File: src/rtl/spi_slave_physical_if.sv
// Host- and pin-side signal bundle for spi_slave_physical.
// Status ports exist only when SPI_SLAVE_STATUS_EN is defined.
interface spi_slave_physical_if;
  logic       cpol;
  logic       cpha;
  logic       msb_first;
  logic [7:0] tx_data;
  logic       tx_valid;
  logic       tx_ready;
  logic [7:0] rx_data;
  logic       rx_valid;
  logic       rx_ready;
  logic       busy;
  logic       spi_clk;
  logic       spi_mosi;
  logic       spi_cs_n;
  logic       spi_miso;
  logic       spi_miso_oe;
`ifdef SPI_SLAVE_STATUS_EN
  logic       rx_overrun;
  logic       tx_underrun;
  logic       status_clr;
`endif

  modport slave (
    input  cpol, cpha, msb_first, tx_data, tx_valid, rx_ready,
           spi_clk, spi_mosi, spi_cs_n,
    output tx_ready, rx_data, rx_valid, busy, spi_miso, spi_miso_oe
`ifdef SPI_SLAVE_STATUS_EN
    , output rx_overrun, tx_underrun, input status_clr
`endif
  );

  modport master (
    output cpol, cpha, msb_first, tx_data, tx_valid, rx_ready,
           spi_clk, spi_mosi, spi_cs_n,
    input  tx_ready, rx_data, rx_valid, busy, spi_miso, spi_miso_oe
`ifdef SPI_SLAVE_STATUS_EN
    , input rx_overrun, tx_underrun, output status_clr
`endif
  );
endinterface

File: src/rtl/spi_slave_physical.sv
// SPI target physical layer: oversampled sclk/mosi/cs_n, byte deserialiser and MISO serialiser.
// Optional sticky rx_overrun/tx_underrun status enabled by defining SPI_SLAVE_STATUS_EN.
module spi_slave_physical #(
  parameter int unsigned SYNC_STAGES = 2,
  parameter logic [7:0]  TX_IDLE     = 8'hFF
) (
  input logic                  clk,
  input logic                  nrst,
  spi_slave_physical_if.slave  bus
);

  typedef enum logic {IDLE, ACTIVE} state_t;
  state_t state_q, state_d;

  logic [SYNC_STAGES-1:0] sclk_sync, mosi_sync, cs_sync;
  logic       sclk_d, cs_d;
  logic       sclk_s, mosi_s, cs_s;
  logic       sclk_rise, sclk_fall, cs_rise, cs_fall;
  logic       lead_edge, trail_edge, sample_edge, drive_edge;
  logic       enter, leave, do_sample, do_drive;
  logic       cpol_q, cpha_q, msb_q;
  logic [7:0] tx_sr, rx_sr, rx_next, tx_buf, load_byte;
  logic       tx_full, load_pend, load, byte_done;
  logic [2:0] bit_cnt;
  logic [7:0] rx_data_q;
  logic       rx_valid_q;

  // cs_n chain resets low so a select already asserted at reset release is
  // not mistaken for a fresh fall; a transfer needs a real cs_n falling edge.
  always_ff @(posedge clk or posedge nrst) begin
    if (nrst) begin
      sclk_sync <= '0;
      mosi_sync <= '0;
      cs_sync   <= '0;
      sclk_d    <= 1'b0;
      cs_d      <= 1'b0;
    end else begin
      sclk_sync <= {sclk_sync[SYNC_STAGES-2:0], bus.spi_clk};
      mosi_sync <= {mosi_sync[SYNC_STAGES-2:0], bus.spi_mosi};
      cs_sync   <= {cs_sync[SYNC_STAGES-2:0], bus.spi_cs_n};
      sclk_d    <= sclk_s;
      cs_d      <= cs_s;
    end
  end

  assign sclk_s      = sclk_sync[SYNC_STAGES-1];
  assign mosi_s      = mosi_sync[SYNC_STAGES-1];
  assign cs_s        = cs_sync[SYNC_STAGES-1];
  assign sclk_rise   = sclk_s & ~sclk_d;
  assign sclk_fall   = ~sclk_s & sclk_d;
  assign cs_rise     = cs_s & ~cs_d;
  assign cs_fall     = ~cs_s & cs_d;
  assign lead_edge   = cpol_q ? sclk_fall : sclk_rise;
  assign trail_edge  = cpol_q ? sclk_rise : sclk_fall;
  assign sample_edge = cpha_q ? trail_edge : lead_edge;
  assign drive_edge  = cpha_q ? lead_edge : trail_edge;

  always_ff @(posedge clk or posedge nrst) begin
    if (nrst) state_q <= IDLE;
    else      state_q <= state_d;
  end

  always_comb begin
    state_d   = state_q;
    enter     = 1'b0;
    leave     = 1'b0;
    do_sample = 1'b0;
    do_drive  = 1'b0;
    unique case (state_q)
      IDLE: begin
        if (cs_fall) begin
          state_d = ACTIVE;
          enter   = 1'b1;
        end
      end
      ACTIVE: begin
        if (cs_rise) begin
          state_d = IDLE;
          leave   = 1'b1;
        end else begin
          do_sample = sample_edge;
          do_drive  = drive_edge;
        end
      end
    endcase
  end

  assign rx_next   = msb_q ? {rx_sr[6:0], mosi_s} : {mosi_s, rx_sr[7:1]};
  assign byte_done = do_sample & (bit_cnt == 3'd7);
  assign load_byte = tx_full ? tx_buf : TX_IDLE;
  // A drive edge at bit_cnt 0 is the first bit of a byte: reload only when a
  // byte just completed; the first CPHA=1 byte already sits in tx_sr from entry.
  assign load      = enter | (do_drive & load_pend);

  always_ff @(posedge clk or posedge nrst) begin
    if (nrst) begin
      cpol_q     <= 1'b0;
      cpha_q     <= 1'b0;
      msb_q      <= 1'b0;
      tx_sr      <= '0;
      rx_sr      <= '0;
      bit_cnt    <= '0;
      load_pend  <= 1'b0;
      tx_buf     <= '0;
      tx_full    <= 1'b0;
      rx_data_q  <= '0;
      rx_valid_q <= 1'b0;
    end else begin
      if (enter) begin
        cpol_q <= bus.cpol;
        cpha_q <= bus.cpha;
        msb_q  <= bus.msb_first;
      end
      if (enter || leave) begin
        bit_cnt   <= '0;
        rx_sr     <= '0;
        load_pend <= 1'b0;
      end else if (do_sample) begin
        rx_sr   <= rx_next;
        bit_cnt <= bit_cnt + 3'd1;
        if (byte_done) begin
          rx_data_q <= rx_next;
          load_pend <= 1'b1;
        end
      end else if (do_drive && load_pend) begin
        load_pend <= 1'b0;
      end

      if (load) begin
        tx_sr <= load_byte;
      end else if (do_drive && bit_cnt != 3'd0) begin
        tx_sr <= msb_q ? {tx_sr[6:0], 1'b0} : {1'b0, tx_sr[7:1]};
      end

      if (bus.tx_valid && !tx_full) begin
        tx_buf  <= bus.tx_data;
        tx_full <= 1'b1;
      end else if (load) begin
        tx_full <= 1'b0;
      end

      if (byte_done)                      rx_valid_q <= 1'b1;
      else if (rx_valid_q && bus.rx_ready) rx_valid_q <= 1'b0;
    end
  end

`ifdef SPI_SLAVE_STATUS_EN
  logic rx_overrun_q, tx_underrun_q;

  always_ff @(posedge clk or posedge nrst) begin
    if (nrst) begin
      rx_overrun_q  <= 1'b0;
      tx_underrun_q <= 1'b0;
    end else begin
      if (byte_done && rx_valid_q && !bus.rx_ready) rx_overrun_q <= 1'b1;
      else if (bus.status_clr)                      rx_overrun_q <= 1'b0;
      if (load && !tx_full)         tx_underrun_q <= 1'b1;
      else if (bus.status_clr)      tx_underrun_q <= 1'b0;
    end
  end

  assign bus.rx_overrun  = rx_overrun_q;
  assign bus.tx_underrun = tx_underrun_q;
`endif

  assign bus.tx_ready    = ~tx_full;
  assign bus.rx_data     = rx_data_q;
  assign bus.rx_valid    = rx_valid_q;
  assign bus.busy        = (state_q == ACTIVE);
  assign bus.spi_miso_oe = (state_q == ACTIVE);
  assign bus.spi_miso    = (state_q == ACTIVE) & (msb_q ? tx_sr[7] : tx_sr[0]);

endmodule

File: src/flat_wrapper.sv
// flat-port wrapper written by rule: the top's interface ports become plain ports
module spi_slave_physical_flat 
#(
  parameter int unsigned SYNC_STAGES = 2,
  parameter logic [7:0]  TX_IDLE     = 8'hFF
)
  (clk, nrst, bus_cpol, bus_cpha, bus_msb_first, bus_tx_data, bus_tx_valid, bus_rx_ready, bus_spi_clk, bus_spi_mosi, bus_spi_cs_n, bus_tx_ready, bus_rx_data, bus_rx_valid, bus_busy, bus_spi_miso, bus_spi_miso_oe);
  spi_slave_physical_if bus_i ();
  input logic clk;
  input logic nrst;
  input wire logic [$bits(bus_i.cpol)-1:0] bus_cpol;
  input wire logic [$bits(bus_i.cpha)-1:0] bus_cpha;
  input wire logic [$bits(bus_i.msb_first)-1:0] bus_msb_first;
  input wire logic [$bits(bus_i.tx_data)-1:0] bus_tx_data;
  input wire logic [$bits(bus_i.tx_valid)-1:0] bus_tx_valid;
  input wire logic [$bits(bus_i.rx_ready)-1:0] bus_rx_ready;
  input wire logic [$bits(bus_i.spi_clk)-1:0] bus_spi_clk;
  input wire logic [$bits(bus_i.spi_mosi)-1:0] bus_spi_mosi;
  input wire logic [$bits(bus_i.spi_cs_n)-1:0] bus_spi_cs_n;
  output wire logic [$bits(bus_i.tx_ready)-1:0] bus_tx_ready;
  output wire logic [$bits(bus_i.rx_data)-1:0] bus_rx_data;
  output wire logic [$bits(bus_i.rx_valid)-1:0] bus_rx_valid;
  output wire logic [$bits(bus_i.busy)-1:0] bus_busy;
  output wire logic [$bits(bus_i.spi_miso)-1:0] bus_spi_miso;
  output wire logic [$bits(bus_i.spi_miso_oe)-1:0] bus_spi_miso_oe;
  assign bus_i.cpol = bus_cpol;
  assign bus_i.cpha = bus_cpha;
  assign bus_i.msb_first = bus_msb_first;
  assign bus_i.tx_data = bus_tx_data;
  assign bus_i.tx_valid = bus_tx_valid;
  assign bus_i.rx_ready = bus_rx_ready;
  assign bus_i.spi_clk = bus_spi_clk;
  assign bus_i.spi_mosi = bus_spi_mosi;
  assign bus_i.spi_cs_n = bus_spi_cs_n;
  assign bus_tx_ready = bus_i.tx_ready;
  assign bus_rx_data = bus_i.rx_data;
  assign bus_rx_valid = bus_i.rx_valid;
  assign bus_busy = bus_i.busy;
  assign bus_spi_miso = bus_i.spi_miso;
  assign bus_spi_miso_oe = bus_i.spi_miso_oe;
  spi_slave_physical #(.SYNC_STAGES(SYNC_STAGES), .TX_IDLE(TX_IDLE)) u_core (.clk(clk), .nrst(nrst), .bus(bus_i));
endmodule
File: config.mk
export PLATFORM = sky130hd
export DESIGN_NAME = spi_slave_physical_flat
export DESIGN_NICKNAME = d
export VERILOG_FILES = /design/src/rtl/spi_slave_physical_if.sv /design/src/rtl/spi_slave_physical.sv /design/src/flat_wrapper.sv
export SDC_FILE = /design/constraint.sdc
export NUM_CORES = 1
export LEC_CHECK = 0
export CORE_MARGIN = 5
export CORE_UTILIZATION = 45
export DETAILED_ROUTE_END_ITERATION = 6
export GPL_ROUTABILITY_DRIVEN = 0
export PLACE_DENSITY = 0.68
export SYNTH_ARGS = -nofsm -noshare
export SYNTH_HDL_FRONTEND = slang
export SYNTH_SLANG_ARGS = --single-unit
File: constraint.sdc
create_clock -name clk -period 1.99 [get_ports clk]
set_input_delay 0.398 -clock clk [delete_from_list [all_inputs] [get_ports clk]]
set_output_delay 0.398 -clock clk [all_outputs]
set_load 0.1 [all_outputs]
After elaboration in Yosys (flattened, before gate mapping)
Index checks and enable logic that the tools add are counted.
{"block": "op_classes", "addsub": 1, "eq_ne": 2, "muxes": 32, "bitwise_logic": 15, "reduce_logical": 14}
{"cell": "8-bit 2-to-1 mux", "n": 7}
{"cell": "1-bit 2-to-1 mux", "n": 22}
{"cell": "2-bit nonzero test", "n": 4}
{"cell": "1-bit bitwise AND", "n": 7}
{"cell": "1-bit NOT", "n": 7}
{"cell": "3-bit 2-to-1 mux", "n": 2}
{"cell": "3-bit nonzero test", "n": 2}
{"cell": "1-bit logical AND", "n": 4}
{"cell": "3-bit by 1-bit adder with 3-bit output, second input constant", "n": 1}
{"cell": "3-bit == test, second input constant", "n": 1}
{"cell": "3-bit inequality test, second input constant", "n": 1}
{"cell": "3-bit AND reduction", "n": 1}
{"cell": "1-bit one-hot mux with 2 select lines", "n": 1}
{"cell": "2-bit AND reduction", "n": 1}
{"cell": "1-bit logical NOT", "n": 1}
{"cell": "1-bit logical OR", "n": 1}
{"cell": "1-bit bitwise OR", "n": 1}
{"block": "word_totals", "reg_bits": 50, "inputBits": 18, "output_inout_bits": 13, "wordCells": 81}

Depth between registers and ports, before layout
Gate-level depths: netlist of run 1.
{"block": "depth", "ltp_word": 10, "mapped_depth": 7, "mapped_depth_nobuf": 6}

Worst setup path after synthesis of run 1
Ideal clock, no wire load.
{"block": "synth_timing", "path_type": "register to output", "startpoint": "register u_core.state_q (netlist: u_core.bus.busy)", "endpoint": "output port bus_spi_miso", "t_arrival_ns": 2.427, "required_ns": 1.592, "path_slack_ns": -0.835, "path_stages_with_launch": 2, "path_buffers": 0, "path_cell_list": "dfrtp_1 > nor2b_1"}
{"block": "synth_via", "elab_chain_len": 1}
{"item": "from (decl)", "line": "spi_slave_physical.sv:13", "text": "state_t state_q, state_d;"}
{"item": "from (signal assigned)", "line": "spi_slave_physical.sv:60", "text": "else state_q <= state_d;"}
{"item": "1-bit bitwise AND", "line": "spi_slave_physical.sv:171", "text": "assign bus.spi_miso = (state_q == ACTIVE) & (msb_q ? tx_sr[7] : tx_sr[0]);"}
{"item": "to (decl)", "line": "flat_wrapper.sv:24", "text": "output wire logic [$bits(bus_i.spi_miso)-1:0] bus_spi_miso;"}
Every way passes these cells.

Worst setup path in the final report of run 1
{"block": "layout_timing", "startpoint": "register u_core.msb_q", "endpoint": "output port bus_spi_miso"}
{"block": "layout_via", "elab_chain_len": 2}
{"item": "from (decl)", "line": "spi_slave_physical.sv:21", "text": "logic cpol_q, cpha_q, msb_q;"}
{"item": "from (signal assigned)", "line": "spi_slave_physical.sv:112", "text": "msb_q <= bus.msb_first;"}
{"item": "1-bit 2-to-1 mux", "line": "spi_slave_physical.sv:171"}
{"item": "1-bit bitwise AND", "line": "spi_slave_physical.sv:171"}
Every way passes these cells.

==> results of run 1 <==
## metrics by stage
| stage | area, µm² | setup slack (ns) | util (%) | power [mW] | instances |
|---|---|---|---|---|---|
| after floorplan | 2260 | 0.0743 | - | 2.13 | 166 |
| after global placement | 2660 | 0.163 | 55.5 | 2.37 | 259 |
| after detailed placement | 2660 | 0.0443 | 55.5 | 2.42 | 259 |
| after CTS | 2770 | 0.0371 | 57.9 | 3.15 | 266 |
| after global routing | 2780 | 0.0261 | 58.0 | 3.32 | 266 |
| final | 2780 | 0.202 | 58.0 | 3.13 | 266 |
## routing by layer
metal  GRT usage (%)  routed length [µm]
met1            17.6                1800
met2            24.6                2020
met3            3.99                 179
met4            5.07                  63
met5               0                   0
## logic make-up (layout without fill, tap and decap cells)
family                     after synthesis  after routing
muxes                                   51             51
DFF                                     50             50
and+or+nand+nor                         30             30
AOI/OAI and AO/OA                       16             16
buffers and inverters                   15             48
adders and majority gates                3              3
xor gates and xnor gates                 1              1
## state kept, by name, indices dropped and copies added, names as in the netlist
name	cells
u_core.tx_full	1
u_core.msb_q	1
u_core.bit_cnt	3
u_core.bus.rx_data	8
u_core.cs_sync	2
u_core.tx_sr	8
u_core.cpha_q	1
u_core.bus.rx_valid	1
u_core.rx_sr	8
u_core.tx_buf	8
u_core.cpol_q	1
u_core.bus.busy	1
u_core.cs_d	1
u_core.sclk_d	1
u_core.sclk_sync	2
u_core.load_pend	1
u_core.mosi_sync	2
## timing repair
item | CTS | global route
hold buffers | 0 | 0
resized for setup | 0 | 3
setup endpoints to repair | 0 | 19
## critical path: cells and delay by family (launching register included)
kind	cells	cell delay (ns)
mux	1	0.34
simple gates	1	0.08
buf+inv	1	0.17
flops	1	0.50
## final cells by class
type                            instances  area, µm²  share of cell area, %
Sequential cell                        50       1250                   45.2
Timing Repair Buffer                   34        360                   13.0
Tap cell                               67       83.8                   3.02
Multi-Input combinational cell        101        940                   33.8
Inverter                                7       26.3                  0.946
Clock inverter                          1       30.0                   1.08
Clock buffer                            6       82.6                   2.97
## power groups by stage
stage          Sequential, mW  Clock [mW]  Combinational, mW
2_1_floorplan            1.38           0              0.747
3_3_place_gp             1.42           0              0.957
3_5_place_dp             1.43           0              0.994
4_1_cts                  1.41       0.739               1.00
5_1_grt                  1.44       0.782               1.09
6_report                 1.41       0.724              0.993
## cell usage in the layout (no fill, tap or decap), types with 2 or more instances in the layout
cell and instances:
mux2_4 8, ha_1 3, clkdlybuf4s50_1 17, dfrtp_1 48
nand2b_1 6, nor2_1 9, nand2_1 5, mux2_1 16
clkbuf_8 6, inv_1 5, nor2b_1 3, dfrtp_2 2
inv_2 2, buf_12 5, mux2i_1 18, mux2_2 9
buf_4 12, a22o_1 9
## how the worst min path moves through the flow
stage	slack, ns	to	cells after the start	from
4_1_cts	0.36	u_core.cs_sync[1]	0	u_core.cs_sync[0]
6_report	0.35	u_core.cs_sync[1]	0	u_core.cs_sync[0]
2_1_floorplan	0.33	u_core.cs_sync[1]	0	u_core.cs_sync[0]
5_1_grt	0.36	u_core.cs_sync[1]	0	u_core.cs_sync[0]
3_5_place_dp	0.34	u_core.cs_sync[1]	0	u_core.cs_sync[0]
3_3_place_gp	0.33	u_core.cs_sync[1]	0	u_core.cs_sync[0]
==> run_results.csv, run 1 <==
group,metric,value,unit
status,outcome,"finished clean",
power_and_ir_drop,pwr-share-comb,31.7,%
routing,wl,4060,µm
cts,cts_inserted_buffers,5,
grt,grt_pass1_vias,1473,
yosys,synth_edf_count,0,
setup_path,start_kind,"register",
cts,htree_levels,2,
cts,clock_latency,0.30,ns
yosys,netlist_top_cells_area,"dfrtp_1, mux2i_1, mux2_1",
yosys,synth_top_family_by_area,"multiplexers",
floorplan,die_x,80.8,µm
power_and_ir_drop,power_density,1130,nW/µm²
layout,final.fill_count,392,
grt,grt_usage,14.4,%
grt,overflow,0,
yosys,syn_area_per_cell,13.6,µm²
setup_path,worstPathRequired,1.59,ns
grt,grt_start_max_net_pins,51,
power_and_ir_drop,switching_power,1.01,mW
setup_path,critPathSlowestCell,"dfrtp_2",
cts,cts_sinks,50,
layout,synthToLayoutAreaGrowth,23.2,%
routing,drtIter0Drc,93,
yosys,syn_area,2250,µm²
flow_run,max-cap-violations,0,
cts,post_cts_buffers,0,
floorplan,rows,25,
yosys,yosys.area.top_type,"dfrtp_1",
setup_path,slowest_delay,0.50,ns
cts,path_clk_slew,0.09,ns
setup_path,critical_path_class,"register to output pin",
setup_path,r2r_end,"u_core.tx_sr[5]",
grt,grt_pass1_wl,7160,µm
floorplan,initial_core_util,47.1,%
yosys,muxShareOfSynthArea,25.8,%
power_and_ir_drop,p_leak,1.30,nW
setup_path,worstPathMaxFanout,11,
layout,drive_gt1_share,26.1,%
power_and_ir_drop,p_int,2.12,mW
yosys,yosysMostFrequentCell,"dfrtp_1",
routing,dr_total_vias,1342,
yosys,synth_commonest_cells,"dfrtp_1, mux2i_1, mux2_1",
sta,tns,0,ns
sta,whs,0.353,ns
yosys,synthesis.instances,166,
sta,clock.fmax,559,MHz
setup_path,reg2reg_from,"u_core.cpol_q",
sta,period_needed,1.79,ns
cts,cts_buffer_depth,2,
yosys,async_flop_share,100,%
power_and_ir_drop,ir_worst_vdd,0.743,mV
power_and_ir_drop,p_clk_share,23.1,%
yosys,ys.flop_type,"dfrtp_1",
yosys,yosysSeqAreaShare,55.5,%
sta,worstMarginPinSlew,0.527,ns
setup_path,cp.arrival,1.39,ns
yosys,synth_cell_type_count,31,
yosys,synth-seq-cells,50,
floorplan,coreArea,4790,µm²
floorplan,dieArea,6520,µm²
routing,ant_nets,0,
setup_path,path_cells,"mux2i_1, nor2b_4, buf_12",
routing,drc_errors,0,
routing,firstDrtPassIters,4,
power_and_ir_drop,swShare,32.2,%
layout,finalNetCount,220,
placed_design,io_buffer_count,30,
yosys,yosys.area_share.adder,1.67,%
setup_path,ff2ff_setup_slack,0.21,ns
floorplan,ios,31,
layout,antenna_cells,0,
setup_path,startpoint,"u_core.msb_q",
setup_path,setup.worst_path.end_class,"output pin",
sta,slew_headroom,64.9,%
cts,cts-root-buf,"clkbuf_8",
hold_path,min_path_type,"register to register",
routing,wl_per_cell,15.3,µm
cts,cts_tree,"done",
sta,drv_slew,0,
sta,period_share,89.8,%
setup_path,reg2reg_depth,5,
floorplan,die_h,80.8,µm
sta,finalHoldViolCount,0,
yosys,yosys_warnings,0,
power_and_ir_drop,seq_power_share,45.2,%
sta,rsz0062_at_grt,"no",
yosys,synth_compound_area_share,5.66,%
setup_path,cp-endpoint,"bus_spi_miso",
yosys,yosys.area_share.simple,7.27,%
placed_design,dpl.hpwl,2950,µm
yosys,synth_xor_area_share,0.722,%
sta,setup_viol,0,
yosys,syn_nets,187,
routing,routed_via_density,5.05,
sta,fin_skew,0.00569,ns
yosys,synth_top_area_share,55.5,%
grt,antenna_found_initial,0,
(Power assumes the default switching activity.)
==> run 2: changes to the inputs <==
--- a/config.mk
+++ b/config.mk
@@ -9,6 +9,7 @@
 export CORE_UTILIZATION = 45
 export DETAILED_ROUTE_END_ITERATION = 6
 export GPL_ROUTABILITY_DRIVEN = 0
+export MAX_ROUTING_LAYER = met4
 export PLACE_DENSITY = 0.68
 export SYNTH_ARGS = -nofsm -noshare
 export SYNTH_HDL_FRONTEND = slang
==> run 2 against run 1 <==
Final area stayed put. Utilization stayed put. Combinational power hardly changed. Clock-buffer cell count stayed put. Setup slack better by 0.0022 ns. Largest cell class unchanged. Highest routed layer unchanged.
==> run_results.csv, run 2 (same netlist as run 1, synthesis figures left out) <==
group,metric,value,unit
sta,worstMarginPinSlew,0.522,ns
floorplan,die_h,80.8,µm
status,outcome,"finished clean",
cts,cts_tree,"done",
grt,grt_pass1_wl,7140,µm
grt,grt_usage,14.9,%
power_and_ir_drop,swShare,32.2,%
cts,cts-root-buf,"clkbuf_8",
layout,drive_gt1_share,26.1,%
layout,final.fill_count,392,
cts,cts_buffer_depth,2,
sta,finalHoldViolCount,0,
placed_design,io_buffer_count,30,
sta,rsz0062_at_grt,"no",
routing,drc_errors,0,
routing,wl_per_cell,15.3,µm
cts,path_clk_slew,0.09,ns
power_and_ir_drop,p_clk_share,23.1,%
power_and_ir_drop,ir_worst_vdd,0.743,mV
power_and_ir_drop,p_int,2.12,mW
grt,antenna_found_initial,0,
cts,htree_levels,2,
grt,overflow,0,
setup_path,worstPathRequired,1.59,ns
layout,ff_latch_area,1250,µm²
cts,ctsHoldBuffers,0,
cts,cts_inserted_buffers,5,
sta,fin_skew,0.00384,ns
routing,drtIter0Drc,93,
floorplan,dieArea,6520,µm²
layout,mostFrequentLayoutCell,"dfrtp_1",
cts,clock_latency,0.30,ns
power_and_ir_drop,power_density,1130,nW/µm²
layout,synthToLayoutAreaGrowth,23.2,%
sta,period_share,89.7,%
placed_design,dpl.hpwl,2950,µm
routing,wl,4060,µm
routing,dr_total_vias,1338,
routing,ant_nets,0,
layout,antenna_cells,0,
setup_path,start_kind,"register",
power_and_ir_drop,seq_power_share,45.2,%
sta,clock.fmax,560,MHz
floorplan,rows,25,
power_and_ir_drop,p_leak,1.30,nW
flow_run,max-cap-violations,0,
sta,period_needed,1.79,ns
cts,cts_sinks,50,
power_and_ir_drop,switching_power,1.01,mW
setup_path,setup.worst_path.end_class,"output pin",
routing,firstDrtPassIters,4,
setup_path,critical_path_class,"register to output pin",
power_and_ir_drop,pwr-share-comb,31.7,%
routing,routed_via_density,5.03,
floorplan,initial_core_util,47.1,%
sta,setup_viol,0,
sta,tns,0,ns
power_and_ir_drop,power,3.13,mW
floorplan,ios,31,
setup_path,slowest_delay,0.50,ns
hold_path,min_path_type,"register to register",
setup_path,worstPathMaxFanout,11,
sta,slew_headroom,65.2,%
setup_path,critPathSlowestCell,"dfrtp_2",
floorplan,coreArea,4790,µm²
floorplan,die_x,80.8,µm
layout,finalNetCount,220,
layout,layout_common_cells,"dfrtp_1, mux2i_1, clkdlybuf4s50_1, mux2_1, buf_4",
setup_path,cp.arrival,1.39,ns
grt,grt_pass1_vias,1474,
setup_path,path_cells,"mux2i_1, nor2b_4, buf_12",
sta,drv_slew,0,
layout,multi_input_comb_area,940,µm²
grt,grt_start_max_net_pins,51,
==> run 2: cell counts in the layout (fill, tap and decap cells not counted) <==
No cell type changed its count.
==> run 2: power by group through the flow <==
stage / clock network [mW] / registers [mW] / logic [mW]
2_1_floorplan: 0 / 1.38 / 0.747
3_3_place_gp: 0 / 1.42 / 0.957
3_5_place_dp: 0 / 1.43 / 0.994
4_1_cts: 0.739 / 1.41 / 1.00
5_1_grt: 0.782 / 1.44 / 1.09
6_report: 0.723 / 1.41 / 0.993
==> run 2: layout make-up <==
| type | count | area share [%] |
|---|---|---|
| clock buffer | 6 | 2.97 |
| multi-input combinational | 101 | 33.8 |
| timing repair buffer | 34 | 13.0 |
| sequential | 50 | 45.2 |
| clock inverter | 1 | 1.08 |
| tap | 67 | 3.02 |
| inverter | 7 | 0.946 |
==> run 2: worst max-delay path, delay by kind of cell (launching register included) <==
family	cells	cell delay, ns
buffers and inverters	1	0.17
AND/OR/NAND/NOR	1	0.08
multiplexers	1	0.34
flip-flops	1	0.50
==> run 2: repair_timing <==
| action | in CTS | in global routing |
|---|---|---|
| endpoints found under the setup margin | 0 | 19 |
| buffers inserted | 0 | 0 |
| resized for setup | 0 | 3 |
==> run 2: layer usage <==
metal,up-vias,routed length (µm),track usage (%)
met3,7,159,3.77
met5,-,0,-
li1,640,-,-
met2,23,2020,24.6
met4,0,63,5.07
met1,668,1820,17.8
==> run 2: path summary, 6_finish.rpt <==
| check | slack (ns) | cells after the start | from | endpoint |
|---|---|---|---|---|
| worst max-delay path | 0.20 | 3 | u_core.msb_q | bus_spi_miso |
| worst max register to register | 0.21 | 5 | u_core.cpol_q | u_core.tx_sr[5] |
| worst min-delay path | 0.35 | 0 | u_core.cs_sync[0] | u_core.cs_sync[1] |
| max in group asynchronous | 1.31 | 3 | nrst | u_core.msb_q |
| worst min register to register | 0.35 | 0 | u_core.cs_sync[0] | u_core.cs_sync[1] |
| min in group asynchronous | 0.45 | 3 | nrst | u_core.tx_buf[3] |
==> run 2: metrics by stage <==
step | worst slack (ns) | area [µm²] | hold slack, ns | instances | utilization (%)
2_1_floorplan | 0.0743 | 2260 | 0.331 | 166 | -
3_3_place_gp | 0.163 | 2660 | 0.334 | 259 | 55.5
3_5_place_dp | 0.0443 | 2660 | 0.337 | 259 | 55.5
4_1_cts | 0.0371 | 2770 | 0.356 | 266 | 57.9
5_1_grt | 0.0263 | 2780 | 0.359 | 266 | 58.0
6_report | 0.204 | 2780 | 0.353 | 266 | 58.0
==> run 3: changes to the inputs <==
--- a/config.mk
+++ b/config.mk
@@ -5,7 +5,7 @@
 export SDC_FILE = /design/constraint.sdc
 export NUM_CORES = 1
 export LEC_CHECK = 0
-export CORE_MARGIN = 5
+export CORE_ASPECT_RATIO = 1.25
 export CORE_UTILIZATION = 45
 export DETAILED_ROUTE_END_ITERATION = 6
 export GPL_ROUTABILITY_DRIVEN = 0
==> run 3 against run 2 <==
Die area down 19%. Utilization up 0.29 points. Final cell count down 1.5%. Sequential share of layout area about the same. Clock skew up 0.0033 ns. Global-route usage up 2.7 points. Largest power group unchanged. Critical path depth unchanged. Clock-buffer cell count down 1. Total power down 0.58%. Via count up 2.0%. Final area about the same. Sequential cell count unchanged.
==> run_results.csv, run 3 (same netlist as run 1, synthesis figures left out) <==
group,metric,value,unit
setup_path,setup.worst_path.end_class,"output pin",
setup_path,worstPathRequired,1.59,ns
hold_path,min_from,"u_core.sclk_sync[0]",
grt,grt_start_max_net_pins,23,
setup_path,worstPathMaxFanout,11,
setup_path,startpoint,"u_core.msb_q",
setup_path,path_cells,"mux2i_1, nor2b_4, buf_12",
grt,overflow,0,
sta,fin_skew,0.00713,ns
layout,drive_gt1_share,26.7,%
sta,setup_ws,0.190,ns
cts,cts-root-buf,"clkbuf_8",
placed_design,post-place-ws,0.0820,ns
setup_path,reg2reg_from,"u_core.cpol_q",
grt,antenna_found_initial,0,
floorplan,coreArea,4760,µm²
layout,mostFrequentLayoutCell,"dfrtp_1",
cts,path_clk_slew,0.09,ns
layout,finalNetCount,222,
flow_run,max-cap-violations,0,
power_and_ir_drop,p_leak,1.31,nW
routing,ant_nets,0,
layout,final.fill_count,403,
sta,worstMarginPinSlew,0.536,ns
routing,firstDrtPassIters,2,
sta,setup_viol,0,
floorplan,dieArea,5300,µm²
routing,drtIter0Drc,58,
routing,dr_total_vias,1365,
power_and_ir_drop,power_density,1120,nW/µm²
sta,drv_slew,0,
sta,tns,0,ns
placed_design,io_buffer_count,30,
power_and_ir_drop,ir_worst_vdd,0.793,mV
sta,slew_headroom,64.2,%
sta,period_share,90.4,%
setup_path,cp.arrival,1.40,ns
sta,clock.fmax,556,MHz
floorplan,ios,31,
sta,rsz0062_at_grt,"no",
grt,grt_pass1_vias,1494,
routing,drc_errors,0,
layout,layout_common_cells,"dfrtp_1, mux2i_1, clkdlybuf4s50_1, mux2_1, buf_4",
floorplan,die_x,65.3,µm
sta,finalHoldViolCount,0,
cts,cts_inserted_buffers,5,
grt,grt_usage,17.6,%
layout,antenna_cells,0,
floorplan,die_h,81.1,µm
routing,routed_via_density,5.21,
sta,period_needed,1.80,ns
status,outcome,"finished clean",
cts,clock_latency,0.30,ns
routing,wl_per_cell,15.3,µm
cts,cts_tree,"done",
cts,cts_buffer_depth,2,
grt,grt_pass1_wl,6780,µm
cts,htree_levels,2,
layout,synthToLayoutAreaGrowth,23.3,%
setup_path,slowest_delay,0.53,ns
floorplan,rows,28,
placed_design,dpl.hpwl,3000,µm
hold_path,min_path_type,"register to register",
setup_path,critical_path_class,"register to output pin",
setup_path,critPathSlowestCell,"dfrtp_2",
setup_path,start_kind,"register",
cts,ctsHoldBuffers,0,
cts,post_cts_buffers,0,
floorplan,initial_core_util,47.3,%
cts,cts_sinks,50,
routing,wl,4020,µm
## run 3: metrics by stage
step           cell area [µm²]  cells  hold WS [ns]  utilization (%)  total power, mW
6_report                  2780    262         0.359             58.3             3.11
4_1_cts                   2770    262         0.362             58.2             3.15
3_5_place_dp              2660    254         0.342             55.9             2.44
2_1_floorplan             2260    166         0.331                -             2.13
5_1_grt                   2780    262         0.367             58.3             3.29
3_3_place_gp              2660    254         0.332             55.9             2.38
## run 3: cell type report
class | count | area, µm² | area share, %
clock buffer | 5 | 68.8 | 2.48
clock inverter | 3 | 40.0 | 1.44
inverter | 7 | 26.3 | 0.946
multi-input combinational | 101 | 938 | 33.8
sequential | 50 | 1250 | 45.1
tap | 60 | 75.1 | 2.70
timing repair buffer | 36 | 375 | 13.5
## run 3: report_power, final
| part | switching [mW] | total, mW | internal [mW] | leakage [nW] |
|---|---|---|---|---|
| clock network | 0.325 | 0.695 | 0.370 | 0.0579 |
| logic | 0.519 | 0.997 | 0.478 | 0.628 |
| registers | 0.174 | 1.42 | 1.24 | 0.623 |
## run 3: timing repair
action / CTS / global route
endpoints found under the hold margin: 0 / 0
endpoints found under the setup margin: 0 / 11
gates resized for setup: 0 / 2
## run 3: path summary, 6_finish.rpt
path / endpoint / slack [ns] / cells past startpoint
min: u_core.sclk_sync[1] / 0.36 / 0
max reg2reg: u_core.tx_sr[0] / 0.19 / 6
min reg2reg: u_core.sclk_sync[1] / 0.36 / 0
min in group asynchronous: u_core.cpha_q / 0.43 / 2
max in group asynchronous: u_core.tx_buf[3] / 1.04 / 3
max: bus_spi_miso / 0.19 / 3
## run 3: per-layer routing
layer | global-route usage, % | routed length (µm) | share of wire, % | up-vias
li1 | - | - | - | 642
met1 | 18.6 | 1610 | 40 | 686
met2 | 32.1 | 2250 | 56 | 28
met3 | 3.09 | 111 | 2.8 | 9
met4 | 6.96 | 48 | 1.2 | 0
met5 | - | 0 | 0 | -
## run 3: critical path: cells and delay by family, from the launching register on
kind	cells	cell delay (ns)
buffers and inverters	1	0.17
flip-flops	1	0.53
multiplexers	1	0.33
AND/OR/NAND/NOR	1	0.07
